**src/rtl/task_scheduler.sv**
```systemverilog
// Central task FIFO shared by NUM_CORES cores: per-core 1-deep push holds, round-robin
// drain and dispatch, start-PC hand-off and global completion detection.
module task_scheduler #(
   parameter int unsigned NUM_CORES   = 4,
   parameter int unsigned QUEUE_DEPTH = 16,
   parameter int unsigned QN_W        = 4,
   parameter int unsigned PC_W        = 16,
   parameter int unsigned PC_SHIFT    = 8
) (
   input  logic                          clk,
   input  logic                          rst,
   input  logic [NUM_CORES-1:0]          request_new_pc,
   input  logic [NUM_CORES-1:0]          queue_wen,
   input  logic [NUM_CORES*QN_W-1:0]     queue_number,
   output logic [NUM_CORES*PC_W-1:0]     new_pc,
   output logic [NUM_CORES-1:0]          pc_valid,
   output logic [NUM_CORES*2-1:0]        idle,
   output logic                          done,
   output logic                          overflow,
   output logic [$clog2(QUEUE_DEPTH):0]  task_count
);

   localparam int unsigned AW = $clog2(QUEUE_DEPTH);
   localparam int unsigned CW = AW + 1;
   localparam int unsigned PW = (NUM_CORES > 1) ? $clog2(NUM_CORES) : 1;

   typedef enum logic [1:0] {StRun = 2'b00, StWait = 2'b01, StDone = 2'b10} state_e;

   state_e               r_state   [NUM_CORES];
   state_e               w_state_d [NUM_CORES];
   logic [NUM_CORES-1:0] r_hold_vld;
   logic [QN_W-1:0]      r_hold_id [NUM_CORES];
   logic [QN_W-1:0]      r_mem     [QUEUE_DEPTH];
   logic [AW-1:0]        r_head;
   logic [AW-1:0]        r_tail;
   logic [CW-1:0]        r_count;
   logic [PW-1:0]        r_push_ptr;
   logic [PW-1:0]        r_disp_ptr;
   logic [PC_W-1:0]      r_new_pc  [NUM_CORES];
   logic [NUM_CORES-1:0] r_pc_valid;
   logic                 r_done;
   logic                 r_overflow;

   logic [NUM_CORES-1:0] w_wait;
   logic [PW:0]          w_pop_pick;
   logic [PW:0]          w_drn_pick;
   logic [PW-1:0]        w_pop_idx;
   logic [PW-1:0]        w_drn_idx;
   logic                 w_pop;
   logic                 w_drain;
   logic                 w_all_done;
   logic [PC_W-1:0]      w_start_pc;

   // Returns {found, index} of the first set request at or after ptr, wrapping.
   function automatic logic [PW:0] rr_pick(input logic [NUM_CORES-1:0] req,
                                           input logic [PW-1:0] ptr);
      logic [PW:0] res;
      int unsigned idx;
      res = '0;
      for (int unsigned k = 0; k < NUM_CORES; k++) begin
         idx = (32'(ptr) + k) % NUM_CORES;
         if (!res[PW] && req[idx]) res = {1'b1, PW'(idx)};
      end
      return res;
   endfunction

   function automatic logic [PW-1:0] rr_next(input logic [PW-1:0] idx);
      return (32'(idx) == NUM_CORES - 1) ? '0 : idx + PW'(1);
   endfunction

   always_comb begin
      w_wait = '0;
      for (int i = 0; i < NUM_CORES; i++) w_wait[i] = (r_state[i] == StWait);
   end

   assign w_pop_pick = rr_pick(w_wait, r_disp_ptr);
   assign w_drn_pick = rr_pick(r_hold_vld, r_push_ptr);
   assign w_pop_idx  = w_pop_pick[PW-1:0];
   assign w_drn_idx  = w_drn_pick[PW-1:0];
   assign w_pop      = w_pop_pick[PW] && (r_count != '0);
   // A full FIFO still accepts a drain when the same edge pops an entry.
   assign w_drain    = w_drn_pick[PW] && ((r_count < CW'(QUEUE_DEPTH)) || w_pop);
   assign w_all_done = (&w_wait) && (r_count == '0) && !(|r_hold_vld) && !(|queue_wen);
   assign w_start_pc = PC_W'(r_mem[r_head]) << PC_SHIFT;

   always_comb begin
      for (int i = 0; i < NUM_CORES; i++) begin
         w_state_d[i] = r_state[i];
         unique case (r_state[i])
            StRun:  if (request_new_pc[i]) w_state_d[i] = StWait;
            StWait: begin
               if (w_all_done)                            w_state_d[i] = StDone;
               else if (w_pop && (w_pop_idx == PW'(i)))   w_state_d[i] = StRun;
            end
            StDone: w_state_d[i] = StDone;
            default: w_state_d[i] = r_state[i];
         endcase
      end
   end

   always_ff @(posedge clk or posedge rst) begin
      if (rst) begin
         for (int i = 0; i < NUM_CORES; i++) begin
            r_state[i]   <= StWait;
            r_hold_id[i] <= '0;
            r_new_pc[i]  <= '0;
         end
         for (int j = 0; j < QUEUE_DEPTH; j++) r_mem[j] <= '0;
         r_hold_vld <= '0;
         r_head     <= '0;
         r_tail     <= AW'(1);
         r_count    <= CW'(1);
         r_push_ptr <= '0;
         r_disp_ptr <= '0;
         r_pc_valid <= '0;
         r_done     <= 1'b0;
         r_overflow <= 1'b0;
      end else begin
         r_pc_valid <= '0;
         for (int i = 0; i < NUM_CORES; i++) begin
            r_state[i] <= w_state_d[i];
            if (queue_wen[i]) begin
               if (r_hold_vld[i] && !(w_drain && (w_drn_idx == PW'(i)))) begin
                  r_overflow <= 1'b1;
               end else begin
                  r_hold_vld[i] <= 1'b1;
                  r_hold_id[i]  <= queue_number[i*QN_W +: QN_W];
               end
            end else if (w_drain && (w_drn_idx == PW'(i))) begin
               r_hold_vld[i] <= 1'b0;
            end
         end
         if (w_drain) begin
            r_mem[r_tail] <= r_hold_id[w_drn_idx];
            r_tail        <= r_tail + AW'(1);
            r_push_ptr    <= rr_next(w_drn_idx);
         end
         if (w_pop) begin
            r_head                <= r_head + AW'(1);
            r_disp_ptr            <= rr_next(w_pop_idx);
            r_pc_valid[w_pop_idx] <= 1'b1;
            r_new_pc[w_pop_idx]   <= w_start_pc;
         end
         if (w_drain && !w_pop)      r_count <= r_count + CW'(1);
         else if (!w_drain && w_pop) r_count <= r_count - CW'(1);
         if (w_all_done) r_done <= 1'b1;
      end
   end

   for (genvar g = 0; g < NUM_CORES; g++) begin : g_out
      assign new_pc[g*PC_W +: PC_W] = r_new_pc[g];
      assign idle[g*2 +: 2]         = r_state[g];
   end

   assign pc_valid   = r_pc_valid;
   assign done       = r_done;
   assign overflow   = r_overflow;
   assign task_count = r_count;

endmodule

```
**config.mk**
```make
export PLATFORM = sky130hd
export DESIGN_NAME = task_scheduler
export DESIGN_NICKNAME = d
export VERILOG_FILES = /design/src/rtl/task_scheduler.sv
export SDC_FILE = /design/constraint.sdc
export NUM_CORES = 1
export LEC_CHECK = 0
export BUFFER_PORTS_ARGS = -buffer_cell sky130_fd_sc_hd__buf_2
export CAP_MARGIN = 20
export CORE_UTILIZATION = 48
export DETAILED_ROUTE_END_ITERATION = 12
export PLACE_DENSITY = 0.69
export SETUP_SLACK_MARGIN = 0.5
export SLEW_MARGIN = 40
export SYNTH_ARGS = -nofsm -noshare
export SYNTH_HDL_FRONTEND = slang
export SYNTH_SLANG_ARGS = --single-unit
export TNS_END_PERCENT = 10
```
**constraint.sdc**
```tcl
create_clock -name clk -period 10.7 [get_ports clk]
set_input_delay 3.21 -clock clk [delete_from_list [all_inputs] [get_ports clk]]
set_output_delay 3.21 -clock clk [all_outputs]
set_load 0.1 [all_outputs]
```
==> impl_metrics.xml <==
<?xml version="1.0" encoding="UTF-8"?>
<metrics>
  <group name="die">
    <metric name="ios" unit="">109</metric>
    <metric name="die_area" unit="mm^2">0.0151</metric>
    <metric name="die_height" unit="um">123</metric>
    <metric name="start_util" unit="%">49.8</metric>
    <metric name="dieWidth" unit="um">123</metric>
    <metric name="rows" unit="">43</metric>
    <metric name="total_core_area" unit="mm^2">0.0141</metric>
  </group>
  <group name="place">
    <metric name="dp_cells" unit="">783</metric>
    <metric name="placement.io_buffers" unit="">60</metric>
    <metric name="place_hpwl" unit="um">9730</metric>
    <metric name="place_area" unit="mm^2">0.00735</metric>
    <metric name="routabilityCongestion" unit="">0.854</metric>
  </group>
  <group name="synthesis">
    <metric name="synth-seq-area-share" unit="%">46.8</metric>
    <metric name="postSynth.asyncResetShare" unit="%">100</metric>
    <metric name="netlist_top_cells_count" unit="">125 x dfrtp_1, 72 x mux2_2, 50 x buf_4</metric>
    <metric name="yosysWarnings" unit="">0</metric>
    <metric name="synth_flop_cell" unit="">dfrtp_1</metric>
    <metric name="postSynthCellCount" unit="">556</metric>
    <metric name="postSynthAreaPerCell" unit="um^2">12.6</metric>
    <metric name="synth.ff_latch_count" unit="">131</metric>
    <metric name="number_of_distinct_library_cells_after_synthesis" unit="">50</metric>
    <metric name="synth_edf_count" unit="">0</metric>
    <metric name="post-synth-top-count-cell" unit="">dfrtp_1</metric>
    <metric name="synth_area_leaders" unit="">dfrtp_1 45%, mux2_2 12%, mux4_2 6.7%, ha_1 6.6%, buf_4 5.3%</metric>
    <metric name="synth.top_cell.area_share" unit="%">44.5</metric>
    <metric name="synth_area_leader_cell" unit="">dfrtp_1</metric>
    <metric name="syn_area" unit="mm^2">0.00703</metric>
  </group>
  <group name="sta">
    <metric name="max-slew-margin-rel" unit="%">49.3</metric>
    <metric name="worst_pin_slew" unit="ps">754</metric>
    <metric name="final_min_period_over_clock_period" unit="%">43.5</metric>
    <metric name="layout_min_cycle_time" unit="ps">4660</metric>
    <metric name="clock_skew" unit="ps">8.65</metric>
    <metric name="setup-tns-final" unit="ps">0</metric>
    <metric name="hold_viol_final" unit="">0</metric>
    <metric name="max_freq" unit="MHz">215</metric>
    <metric name="timing.final.max_slew_violations" unit="">0</metric>
    <metric name="setup_viol" unit="">0</metric>
    <metric name="setup_repair_after_global_routing_missed_its_margin" unit="">false</metric>
  </group>
  <group name="critical_path">
    <metric name="path_buf_inv" unit="">1</metric>
    <metric name="timing.setup.critical_path_class" unit="">reg2out</metric>
    <metric name="worstRegToRegCells" unit="">15</metric>
    <metric name="crit_family" unit="">flip-flops</metric>
    <metric name="required" unit="ps">7490</metric>
    <metric name="crit_path_top_delay_cell" unit="">dfstp_2</metric>
    <metric name="rr_endpoint" unit="">task_count[4]</metric>
    <metric name="critical_path.max_stage_delay" unit="ps">590</metric>
    <metric name="reg2reg_slack" unit="ps">6960</metric>
    <metric name="worstReg2RegStart" unit="">idle[7]</metric>
    <metric name="end_kind" unit="">output pin</metric>
    <metric name="critPathLaunchType" unit="">register</metric>
    <metric name="worst-endpoint-arrival" unit="ps">1450</metric>
    <metric name="critical_path.max_fanout" unit="">5</metric>
    <metric name="crit_path_cell_trace" unit="">buf_2</metric>
  </group>
  <group name="global_routing">
    <metric name="grt_overflow" unit="">0</metric>
    <metric name="first_global_vias" unit="">4415</metric>
    <metric name="grt_start_max_net_pins" unit="">81</metric>
    <metric name="antenna_violations_before_repair" unit="">0</metric>
    <metric name="first_pass_grt_wire_length" unit="um">23000</metric>
    <metric name="groute.usage.overall" unit="%">20.4</metric>
  </group>
  <group name="cts">
    <metric name="post_cts_resized" unit="">0</metric>
    <metric name="cts.sink_count" unit="">131</metric>
    <metric name="worst_setup_hold_path_clk_slew" unit="ps">60</metric>
    <metric name="cts_buffer_depth" unit="">2</metric>
    <metric name="cts-hold-fix-buffers" unit="">0</metric>
    <metric name="cts_max_level" unit="">4</metric>
    <metric name="clock-root-buffer" unit="">clkbuf_16</metric>
    <metric name="cts_buffers" unit="">17</metric>
    <metric name="postCtsSetupRepairBufs" unit="">0</metric>
    <metric name="tritoncts" unit="">yes</metric>
    <metric name="worstSkewPairLatency" unit="ps">420</metric>
  </group>
  <group name="layout">
    <metric name="drive_gt1_share" unit="%">34.3</metric>
    <metric name="final_net_count" unit="">686</metric>
    <metric name="multi_input_area" unit="mm^2">0.00339</metric>
    <metric name="area_of_all_placed_cells_without_fillers" unit="mm^2">0.00802</metric>
    <metric name="synthToLayoutAreaGrowth" unit="%">14.2</metric>
    <metric name="antenna-diode-count" unit="">0</metric>
    <metric name="finish.cell_count_without_fillers" unit="">815</metric>
    <metric name="fillers" unit="">1144</metric>
    <metric name="area.sequential" unit="mm^2">0.00329</metric>
  </group>
  <group name="drt">
    <metric name="post-route-drc-count" unit="">0</metric>
    <metric name="detailedRoute.firstPassIterationCount" unit="">6</metric>
    <metric name="routed_wire_length_per_instance" unit="um">17.0</metric>
    <metric name="drt_iter0_drc" unit="">201</metric>
    <metric name="drtAntennaViolNets" unit="">0</metric>
    <metric name="wirelength" unit="um">13900</metric>
    <metric name="routed-via-count" unit="">4378</metric>
    <metric name="drt-vias-per-instance" unit="">5.37</metric>
  </group>
  <group name="job">
    <metric name="maxCapViolations" unit="">0</metric>
  </group>
  <group name="hold_path">
    <metric name="holdCritPathClass" unit="">reg2reg</metric>
    <metric name="worst_hold_startpoint" unit="">r_mem[37]</metric>
    <metric name="min_delay_path_depth" unit="">1</metric>
    <metric name="worst_case_hold_path_end_point" unit="">r_mem[37]</metric>
  </group>
  <group name="outcome">
    <metric name="outcome" unit="">complete, no violations</metric>
  </group>
</metrics>
==> kinds of logic after synthesis <==
logic type	count (synthesis)	synth area share, %
AND/OR/NAND/NOR	92	6.63
buffers and inverters	93	7.71
multiplexers	143	25.9
XOR/XNOR	12	1.50
other	1	0.0534
flip-flops	131	46.8
AO/OA/AOI/OAI	46	4.58
adder cells (fa/ha/maj)	38	6.87
==> worst max-delay path by stage <==
stage / end / start / cells after the start
after floorplan: done / rst / 1
after global placement: new_pc[40] / rst / 3
after detailed placement: r_head[2] / rst / 3
after CTS: task_count[0] / task_count[0] / 1
after global routing: task_count[0] / task_count[0] / 1
final: task_count[0] / task_count[0] / 1
==> cells in the final DEF (no fill, tap or decap), types with 2 or more instances in the layout <==
master        n
o211ai_1      2
dfrtp_2       2
nand3_1       5
nand4_1       3
nor2_1       21
mux2_1       28
o22ai_1       2
buf_2        60
a21o_1        2
mux2_2       72
clkinvlp_4    4
dfstp_2       6
inv_1        26
mux2i_1      22
a31oi_1       2
a21oi_1      12
mux4_2       21
xor2_1        2
a221o_1       2
buf_4         4
bufinv_16     6
dfrtp_1     123
xnor2_1      10
or2_2         5
nand2_1      33
clkbuf_16    17
conb_1       48
nor3_2        8
o21ai_0      12
nand2b_1      3
clkinv_2      3
nor2b_1       5
a21boi_0      2
ha_1         37
nor3_1        3
==> layer usage <==
metal	wire length [um]	global-route usage, %
met5	0	0
met3	704	5.63
met1	6270	26.2
met4	242	8.28
met2	6660	32.9
==> per-stage QoR <==
stage               util [%]  setup slack (ps)  hold slack, ps
floorplan                  -              4000             452
global placement        52.0              5900             460
detailed placement      52.1              6090             470
CTS                     56.9              6020             485
global route            56.9              6000             495
finish                  56.9              6040             483
==> sequential cells by signal, indices dropped and copies added (netlist names), 5 cells and up <==
name / flops
idle: 8
r_mem: 64
r_hold_id: 16
task_count: 5
new_pc: 16
==> area by class of cell <==
cell class / count / area share [%]
timing repair buffer: 65 / 4.26
sequential: 131 / 41.0
tap: 180 / 2.81
clock buffer: 18 / 5.47
clock inverter: 14 / 2.92
multi-input combinational: 379 / 42.2
inverter: 28 / 1.34
Power is not shown: default switching activity piles up to over one toggle a cycle in this logic, so the estimate is an artifact.
